**src/rtl/apb_bridge_pkg.sv**
```systemverilog
// Shared state encoding, APB select width and peripheral address map
// for the AHB-to-APB transfer controller.
package apb_bridge_pkg;

    localparam int          PSEL_W   = 3;
    localparam logic [63:0] WIN_BASE = 64'h8000_0000;
    localparam logic [63:0] WIN_SIZE = 64'h0400_0000;  // 64 MB per peripheral, windows are contiguous

    typedef enum logic [1:0] {
        ST_IDLE,
        ST_SETUP,
        ST_ACCESS,
        ST_RESP_ERR
    } state_t;

    typedef struct packed {
        logic              hit;
        logic [PSEL_W-1:0] sel;
    } decode_t;

    // Window i selects psel bit i; anything outside all windows is a miss.
    function automatic decode_t addr_decode(input logic [63:0] addr);
        decode_t d;
        d = '0;
        for (int i = 0; i < PSEL_W; i++) begin
            if (addr >= WIN_BASE + WIN_SIZE * 64'(i) && addr < WIN_BASE + WIN_SIZE * 64'(i + 1)) begin
                d.hit    = 1'b1;
                d.sel[i] = 1'b1;
            end
        end
        return d;
    endfunction

endpackage

```
**src/rtl/apb_addr_decode.sv**
```systemverilog
// Combinational peripheral decode: address -> {hit, one-hot APB select}.
module apb_addr_decode
    import apb_bridge_pkg::*;
#(
    parameter int ADDR_W = 32
) (
    input  logic [ADDR_W-1:0] addr_i,
    output logic              hit_o,
    output logic [PSEL_W-1:0] sel_o
);

    decode_t dec;

    always_comb begin
        dec   = addr_decode(64'(addr_i));
        hit_o = dec.hit;
        sel_o = dec.sel;
    end

endmodule

```
**src/rtl/apb_transfer_ctrl.sv**
```systemverilog
// APB transfer sequencer: one-deep request buffer, SETUP/ACCESS FSM with
// wait-state timeout, and a registered one-cycle response pulse.
module apb_transfer_ctrl
    import apb_bridge_pkg::*;
#(
    parameter int ADDR_W  = 32,
    parameter int DATA_W  = 32,
    parameter int TIMEOUT = 16
) (
    input  logic              hclk,
    input  logic              hresetn,
    input  logic              req_valid,
    input  logic              req_write,
    input  logic [ADDR_W-1:0] req_addr,
    input  logic [DATA_W-1:0] req_wdata,
    output logic              req_ready,
    output logic              rsp_valid,
    output logic              rsp_err,
    output logic [DATA_W-1:0] rsp_rdata,
    input  logic              pready,
    input  logic [DATA_W-1:0] prdata,
    output logic              pwrite,
    output logic              penable,
    output logic [PSEL_W-1:0] pselx,
    output logic [ADDR_W-1:0] paddr,
    output logic [DATA_W-1:0] pwdata
);

    localparam int CNT_W = $clog2(TIMEOUT);

    logic              buf_valid_q, buf_write_q;
    logic [ADDR_W-1:0] buf_addr_q;
    logic [DATA_W-1:0] buf_wdata_q;
    logic              buf_hit;
    logic [PSEL_W-1:0] buf_sel;
    logic              accept, take;

    state_t            state_q, state_d, disp_state;
    logic [CNT_W-1:0]  tmo_q, tmo_d;
    logic              access_done, access_abort;

    logic [PSEL_W-1:0] psel_q, psel_d;
    logic              penable_q, penable_d;
    logic              pwrite_q, pwrite_d;
    logic [ADDR_W-1:0] paddr_q, paddr_d;
    logic [DATA_W-1:0] pwdata_q, pwdata_d;
    logic              rsp_valid_q, rsp_valid_d;
    logic              rsp_err_q, rsp_err_d;
    logic [DATA_W-1:0] rsp_rdata_q, rsp_rdata_d;

    apb_addr_decode #(.ADDR_W(ADDR_W)) u_decode (
        .addr_i (buf_addr_q),
        .hit_o  (buf_hit),
        .sel_o  (buf_sel)
    );

    // Accept only into an empty buffer and take only from a full one, so both never coincide.
    assign accept = req_valid && !buf_valid_q;

    always_ff @(posedge hclk or negedge hresetn) begin
        if (!hresetn) begin
            buf_valid_q <= 1'b0;
            buf_write_q <= 1'b0;
            buf_addr_q  <= '0;
            buf_wdata_q <= '0;
        end else if (accept) begin
            buf_valid_q <= 1'b1;
            buf_write_q <= req_write;
            buf_addr_q  <= req_addr;
            buf_wdata_q <= req_wdata;
        end else if (take) begin
            buf_valid_q <= 1'b0;
        end
    end

    assign access_done  = (state_q == ST_ACCESS) && pready;
    assign access_abort = (state_q == ST_ACCESS) && !pready && (tmo_q == CNT_W'(TIMEOUT - 1));

    always_ff @(posedge hclk or negedge hresetn) begin
        if (!hresetn) begin
            state_q     <= ST_IDLE;
            tmo_q       <= '0;
            psel_q      <= '0;
            penable_q   <= 1'b0;
            pwrite_q    <= 1'b0;
            paddr_q     <= '0;
            pwdata_q    <= '0;
            rsp_valid_q <= 1'b0;
            rsp_err_q   <= 1'b0;
            rsp_rdata_q <= '0;
        end else begin
            state_q     <= state_d;
            tmo_q       <= tmo_d;
            psel_q      <= psel_d;
            penable_q   <= penable_d;
            pwrite_q    <= pwrite_d;
            paddr_q     <= paddr_d;
            pwdata_q    <= pwdata_d;
            rsp_valid_q <= rsp_valid_d;
            rsp_err_q   <= rsp_err_d;
            rsp_rdata_q <= rsp_rdata_d;
        end
    end

    // Wherever the FSM is free to start work it dispatches straight from the buffer.
    always_comb begin
        disp_state = ST_IDLE;
        if (buf_valid_q) disp_state = buf_hit ? ST_SETUP : ST_RESP_ERR;
        state_d = state_q;
        take    = 1'b0;
        case (state_q)
            ST_SETUP: state_d = ST_ACCESS;
            ST_ACCESS: begin
                if (access_abort) begin
                    state_d = ST_IDLE;
                end else if (access_done) begin
                    state_d = disp_state;
                    take    = buf_valid_q;
                end
            end
            default: begin
                state_d = disp_state;
                take    = buf_valid_q;
            end
        endcase
        tmo_d = tmo_q;
        if (state_d == ST_SETUP) tmo_d = '0;
        else if (state_q == ST_ACCESS && !pready && !access_abort) tmo_d = tmo_q + 1'b1;
    end

    always_comb begin
        psel_d    = '0;
        penable_d = 1'b0;
        pwrite_d  = pwrite_q;
        paddr_d   = paddr_q;
        pwdata_d  = pwdata_q;
        case (state_d)
            ST_SETUP: begin
                psel_d   = buf_sel;
                pwrite_d = buf_write_q;
                paddr_d  = buf_addr_q;
                pwdata_d = buf_wdata_q;
            end
            ST_ACCESS: begin
                psel_d    = psel_q;
                penable_d = 1'b1;
            end
            default: ;
        endcase
        rsp_valid_d = access_done || access_abort || (state_q == ST_RESP_ERR);
        rsp_err_d   = access_abort || (state_q == ST_RESP_ERR);
        rsp_rdata_d = (access_done && !pwrite_q) ? prdata : '0;
    end

    assign req_ready = !buf_valid_q;
    assign rsp_valid = rsp_valid_q;
    assign rsp_err   = rsp_err_q;
    assign rsp_rdata = rsp_rdata_q;
    assign pselx     = psel_q;
    assign penable   = penable_q;
    assign pwrite    = pwrite_q;
    assign paddr     = paddr_q;
    assign pwdata    = pwdata_q;

endmodule

```
**config.mk**
```make
export PLATFORM = sky130hd
export DESIGN_NAME = apb_transfer_ctrl
export DESIGN_NICKNAME = d
export VERILOG_FILES = /design/src/rtl/apb_bridge_pkg.sv /design/src/rtl/apb_addr_decode.sv /design/src/rtl/apb_transfer_ctrl.sv
export SDC_FILE = /design/constraint.sdc
export NUM_CORES = 1
export LEC_CHECK = 0
export CORE_UTILIZATION = 42
export CTS_CLUSTER_DIAMETER = 100
export DETAILED_ROUTE_END_ITERATION = 8
export HOLD_SLACK_MARGIN = 0.1
export PLACE_DENSITY_LB_ADDON = 0.2
export SLEW_MARGIN = 15
export SYNTH_ARGS = -nofsm -noshare
export SYNTH_HDL_FRONTEND = slang
export SYNTH_SLANG_ARGS = --single-unit
```
**constraint.sdc**
```tcl
create_clock -name hclk -period 2.28 [get_ports hclk]
set_input_delay 0.342 -clock hclk [delete_from_list [all_inputs] [get_ports hclk]]
set_output_delay 0.342 -clock hclk [all_outputs]
set_load 0.01 [all_outputs]
```
* After elaboration in Yosys (flattened, before gate mapping)
Index checks and enable logic that the tools add are counted.
Cells by class: add/subtract/negate cells 1, multiply operators 0, div/mod/pow operators 0, magnitude comparators 6, equality and inequality tests 6, shifts and indexed selects 0, mux-type cells 19, bitwise operators 0, reductions and logical operators 18
Operators by type and width (count):
- 32-bit >= comparator, second input constant | 3
- 32-bit < comparator, second input constant | 3
- 32-bit two-way mux | 1
- 2-bit two-way mux | 5
- 1-bit logical AND | 9
- 1-bit two-way mux | 8
- 4-bit two-way mux | 2
- 2-bit == test, second input constant | 3
- 3-bit case mux with 2 select lines | 1
- 4-bit by 1-bit adder with 4-bit output, second input constant | 1
- 2-bit by 1-bit == test with 1-bit output, second input constant | 2
- 4-bit == test, second input constant | 1
- 1-bit logical NOT | 4
- 2-bit case mux with 2 select lines | 1
- 2-bit nonzero test | 2
- 1-bit logical OR | 3
- 1-bit case mux with 2 select lines | 1
Word-level totals: register bits after elaboration 175, bits in latches 0, RAM bits 0, memory bits (read-only) 0, input bits 101, output and inout port bits 104, logic and storage cells 64, memories kept 0

* Longest topological paths before layout
word-level depth 12, gate-level depth with buffers 10, gate-level depth less buffers 7

* Cells and area by module
A second synthesis with hierarchy kept.
Second synthesis, totals: cell total of the unflattened synthesis 403, area, all modules 6747.7 µm²
Modules (own cells, without submodules):
- apb_transfer_ctrl | instances 1, cells each 398, area an instance 6698.9 µm², sequential area each 4379.2 µm²
- apb_addr_decode | instances 1, cells each 5, area an instance 48.8 µm², sequential area each 0.0 µm²

* Least setup slack after synthesis
No wires, ideal clock.
path type flip-flop to flip-flop, start register state_q[0], end register paddr_q[13], in the netlist paddr[13], setup time 0.125 ns, data arrival time 2.051 ns, data required time 2.155 ns, setup slack 0.104 ns, stages on the path, launching flop included 10, path buffers 3, period minus slack after synthesis 2.176 ns, path through dfrtp_1 inv_1 ha_1 nor2b_1 clkbuf_1 a311oi_1 o221ai_2 buf_6 buf_6 mux2_4
Between the ends: longest elaborated chain between the ends 6, elaborated cells between the ends (all ways) 9, those cells by class 3 x eq/ne; 3 x mux; 3 x reduce/logical
Ends and longest elaborated chain:
- start: declaration | line apb_transfer_ctrl.sv:38 | state_t state_q, state_d, disp_state;
- start signal: assignment | line apb_transfer_ctrl.sv:92 | state_q <= state_d;
- 2-bit == test | line apb_transfer_ctrl.sv:76, apb_transfer_ctrl.sv:77, apb_transfer_ctrl.sv:111
- 1-bit logical AND (on tied branches) | line apb_transfer_ctrl.sv:76, apb_transfer_ctrl.sv:77
- 2-bit two-way mux / 1-bit logical AND (equally long branches) | line apb_transfer_ctrl.sv:116, apb_transfer_ctrl.sv:77
- 2-bit two-way mux | line apb_transfer_ctrl.sv:114 | if (access_abort) begin
- 2-bit case mux with 2 select lines * | line apb_transfer_ctrl.sv:111 | case (state_q)
- 2-bit by 1-bit == test with 1-bit output * | line apb_transfer_ctrl.sv:137 | case (state_d)
- end signal: assignment | line apb_transfer_ctrl.sv:97 | paddr_q <= paddr_d;
- end: declaration | line apb_transfer_ctrl.sv:45 | logic [ADDR_W-1:0] paddr_q, paddr_d;
Every way passes the cells marked *; elsewhere a longest branch is shown, timed or not. A chain may end at the register's enable or synchronous reset.

* Worst setup path after layout
start register state_q[0], end register pwdata_q[14], in the netlist pwdata[14]
Between the ends: longest elaborated chain between the ends 6, elaborated cells between the ends (all ways) 9, those cells by class 3 x eq/ne; 3 x mux; 3 x reduce/logical
Ends and longest elaborated chain:
- 2-bit == test | line apb_transfer_ctrl.sv:76, apb_transfer_ctrl.sv:77, apb_transfer_ctrl.sv:111
- 1-bit logical AND (on tied branches) | line apb_transfer_ctrl.sv:76, apb_transfer_ctrl.sv:77
- 2-bit two-way mux / 1-bit logical AND (equally long branches) | line apb_transfer_ctrl.sv:116, apb_transfer_ctrl.sv:77
- 2-bit two-way mux | line apb_transfer_ctrl.sv:114
- 2-bit case mux with 2 select lines * | line apb_transfer_ctrl.sv:111
- named net state_d[0] | line apb_transfer_ctrl.sv:38
- 2-bit by 1-bit == test with 1-bit output * | line apb_transfer_ctrl.sv:137
- end signal: assignment | line apb_transfer_ctrl.sv:98 | pwdata_q <= pwdata_d;
- end: declaration | line apb_transfer_ctrl.sv:46 | logic [DATA_W-1:0] pwdata_q, pwdata_d;
The timed path passes the listed nets; every way through them passes the cells marked *.

==> flow_metrics.tcl <==
set metrics [dict create \
    grt_max_degree 81 \
    dieArea_um2 16000 \
    p_comb_share_pct 41.6 \
    async_flop_share_pct 100 \
    relSlewSlack_pct 69.5 \
    finalWeightedCongestion 0.753 \
    fmax_ghz 0.467 \
    power_frac_clock_pct 20.2 \
    crit_chain "inv_1, ha_1, a21o_1, buf_4, a32o_1, o221ai_4, buf_12, buf_12, mux2_2" \
    hp-class "primary input to asynchronous set/reset pin" \
    worst-path-stages 9 \
    yosysSeqAreaShare_pct 67.1 \
    via_per_inst 4.82 \
    finalSetupTns_ps 0 \
    startpoint_type "register" \
    tritoncts "done" \
    skew_ps 4.97 \
    p_leak_uw 0.00422 \
    drt-pass1-iter-count 4 \
    grt_pass1_vias 4457 \
    reg2reg_slack_ps 140 \
    cp-endpoint "pwdata[14]" \
    layout-drive-gt1-share_pct 29.2 \
    synth_top_area_share_pct 67.1 \
    layout_commonest_cell "clkdlybuf4s50_1" \
    ant_nets 0 \
    drc_errors 0 \
    antenna_found_initial 0 \
    wl_um 13500 \
    worstSetupStartpoint "state_q[0]" \
    start_util_pct 42.9 \
    rsz0062_at_grt "false" \
    cts_max_level 4 \
    switchingPower_uw 3750 \
    fin_crit_ps 2140 \
    synth_top_area_cell "dfrtp_1" \
    synth_area_leaders "dfrtp_1 67%, mux2_2 19%, mux2_4 4.1%" \
    setup_violations 0 \
    power.density_nw_per_um2 1400 \
    io_pins 205 \
    status "complete, no violations" \
    synth_cells 402 \
    cp_top_family "compound AO/OA/AOI/OAI gates" \
    placed_cells 794 \
    drt_iter0_markers 120 \
    report.final.hold_viol_count 0 \
    place_area_um2 8970 \
    grt_pass1_wl_um 22500 \
    synth_edf_count 0 \
    ys_warn_count 0 \
    ys.flop_type "dfrtp_1" \
    cts_sinks 175 \
    vias 3998 \
    ys_seq_elements 175 \
    worstMarginPinSlew_ps 457 \
    ir_drop_uv 610 \
    critPathArrivalTime_ps 2440 \
    slew_viol_final 0 \
    num_antenna_cells 0 \
    syn_avg_cell_area_um2 16.2 \
    clk_path_buf_depth 2 \
    r2r_cells 9 \
    die_y_um 127 \
    postLayoutCellArea_um2 9620 \
    regToRegStartpoint "state_q[0]" \
    nets 737 \
    crit_fanout 10 \
    grt_usage_pct 18.2 \
    row_count 45 \
    grt-ovfl-total 0 \
    crit_type "register to register" \
    crit_required_ps 2580 \
    port_buffers 204 \
    hpwl_um 9450 \
    cap_viol_max_count 0 \
    syn_area_um2 6530 \
    r2r-end "pwdata[14]" \
    wl_per_cell_um 16.3 \
    cp-end-kind "register" \
    fin_cells 829 \
    crit_path_frequent_cell "buf_12" \
    area_growth_pct 47.3 \
    swShare_pct 27.9 \
    p_int_uw 9690 \
    syn-num-nets 507 \
    die_width_um 127 \
    synth_cell_type_count 33 \
    fin_crit_sh_pct 94.0 \
    cp_slowest_cell "dfrtp_1" \
    final_cell_mix "203 x clkdlybuf4s50_1, 175 x dfrtp_1, 112 x mux2_2, 33 x and2_1, 18 x mux2_4" \
    cpPeakStageDelay_ps 350 \
    clock_latency_ps 420 \
    cts-root-buf "clkbuf_16" \
    cts_made_buffers 17 \
    total_power_uw 13400 \
    core_um2 15200 \
    seqPwrFrac_pct 38.2 \
    clk_pin_slew_worst_paths_ps 60 \
    crit_buf_inv 4 \
]
[cell type report]
class	count	area, µm²
Sequential cell	175	4380
Inverter	4	15.0
Fill cell	1148	5580
Clock buffer	21	460
Multi-Input combinational cell	205	2080
Tap cell	188	235
Clock inverter	7	90.1
Timing Repair Buffer	229	2360
[cells by family after synthesis]
group           after synthesis  synth area share (%)
buf+inv                      22                  1.69
xor+xnor                      2                 0.268
simple gates                 55                  5.04
flops                       175                  67.1
mux                         130                  23.5
fa+ha+maj                     4                 0.767
compound gates               14                  1.71
[Yosys cell counts, types with 3 or more instances]
library cell  count
ha_1              4
clkbuf_1          8
buf_6             3
buf_2             4
mux2_2          112
nor2_1            4
nand3_1           3
and2_1           33
inv_1             4
buf_1             3
nand2b_1          3
dfrtp_1         175
nand2_1           3
mux2_4           18
nor2b_1           4
[registers in the layout (all words and copies together), names as in the netlist]
register,cells
buf_addr_q,32
rsp_rdata,32
rsp_valid,1
pwdata,32
paddr,32
penable,1
pselx,3
buf_write_q,1
pwrite,1
tmo_q,4
state_q,2
buf_valid_q,1
rsp_err,1
buf_wdata_q,32
[metal layers]
layer | track usage (%) | part of all wire [%]
met5 | 0 | 0
met4 | 7.77 | 1.8
met3 | 6.03 | 6.4
met2 | 30.5 | 52
met1 | 21.5 | 40
[power groups by stage]
stage | Clock (µW) | Combinational (µW) | Sequential [µW]
4_1_cts | 2820 | 5480 | 5150
5_1_grt | 2960 | 5970 | 5320
2_1_floorplan | 0 | 2680 | 5360
6_report | 2720 | 5590 | 5130
3_5_place_dp | 0 | 5460 | 5190
3_3_place_gp | 0 | 5320 | 5130
[worst register-to-register path, cell delays in order, from the launching register on]
cell and delay [ps]:
dfrtp_1 350, inv_1 50, ha_1 300, a21o_1 180
buf_4 130, a32o_1 240, o221ai_4 110, buf_12 200
buf_12 140, mux2_2 330
[worst min-delay path by stage]
stage                endpoint  slack [ps]  cells after the start
3_3_place_gp        paddr[25]         300                      1
5_1_grt        buf_addr_q[25]         450                      2
3_5_place_dp   buf_addr_q[25]         310                      1
4_1_cts        buf_addr_q[25]         420                      2
6_report       buf_addr_q[25]         420                      2
2_1_floorplan   buf_addr_q[0]          50                      0
[per-stage QoR]
step	hold slack (ps)	setup WS, ps	utilization, %
after CTS	420	29.4	62.7
after global routing	454	27.2	63.3
final	419	137	63.3
after floorplan	46.4	104	-
after detailed placement	306	-193	59.0
after global placement	300	-98.4	59.0
[timing repair]
| item | CTS | global route |
|---|---|---|
| setup buffers | 0 | 6 |
| hold endpoints to repair | 45 | 0 |
| setup endpoints to repair | 21 | 39 |
| gates cloned | 0 | 0 |
| pin swaps | 0 | 0 |
| hold buffers | 1 | 0 |
| resized for setup | 1 | 4 |
Power figures use the tool's default switching activity.
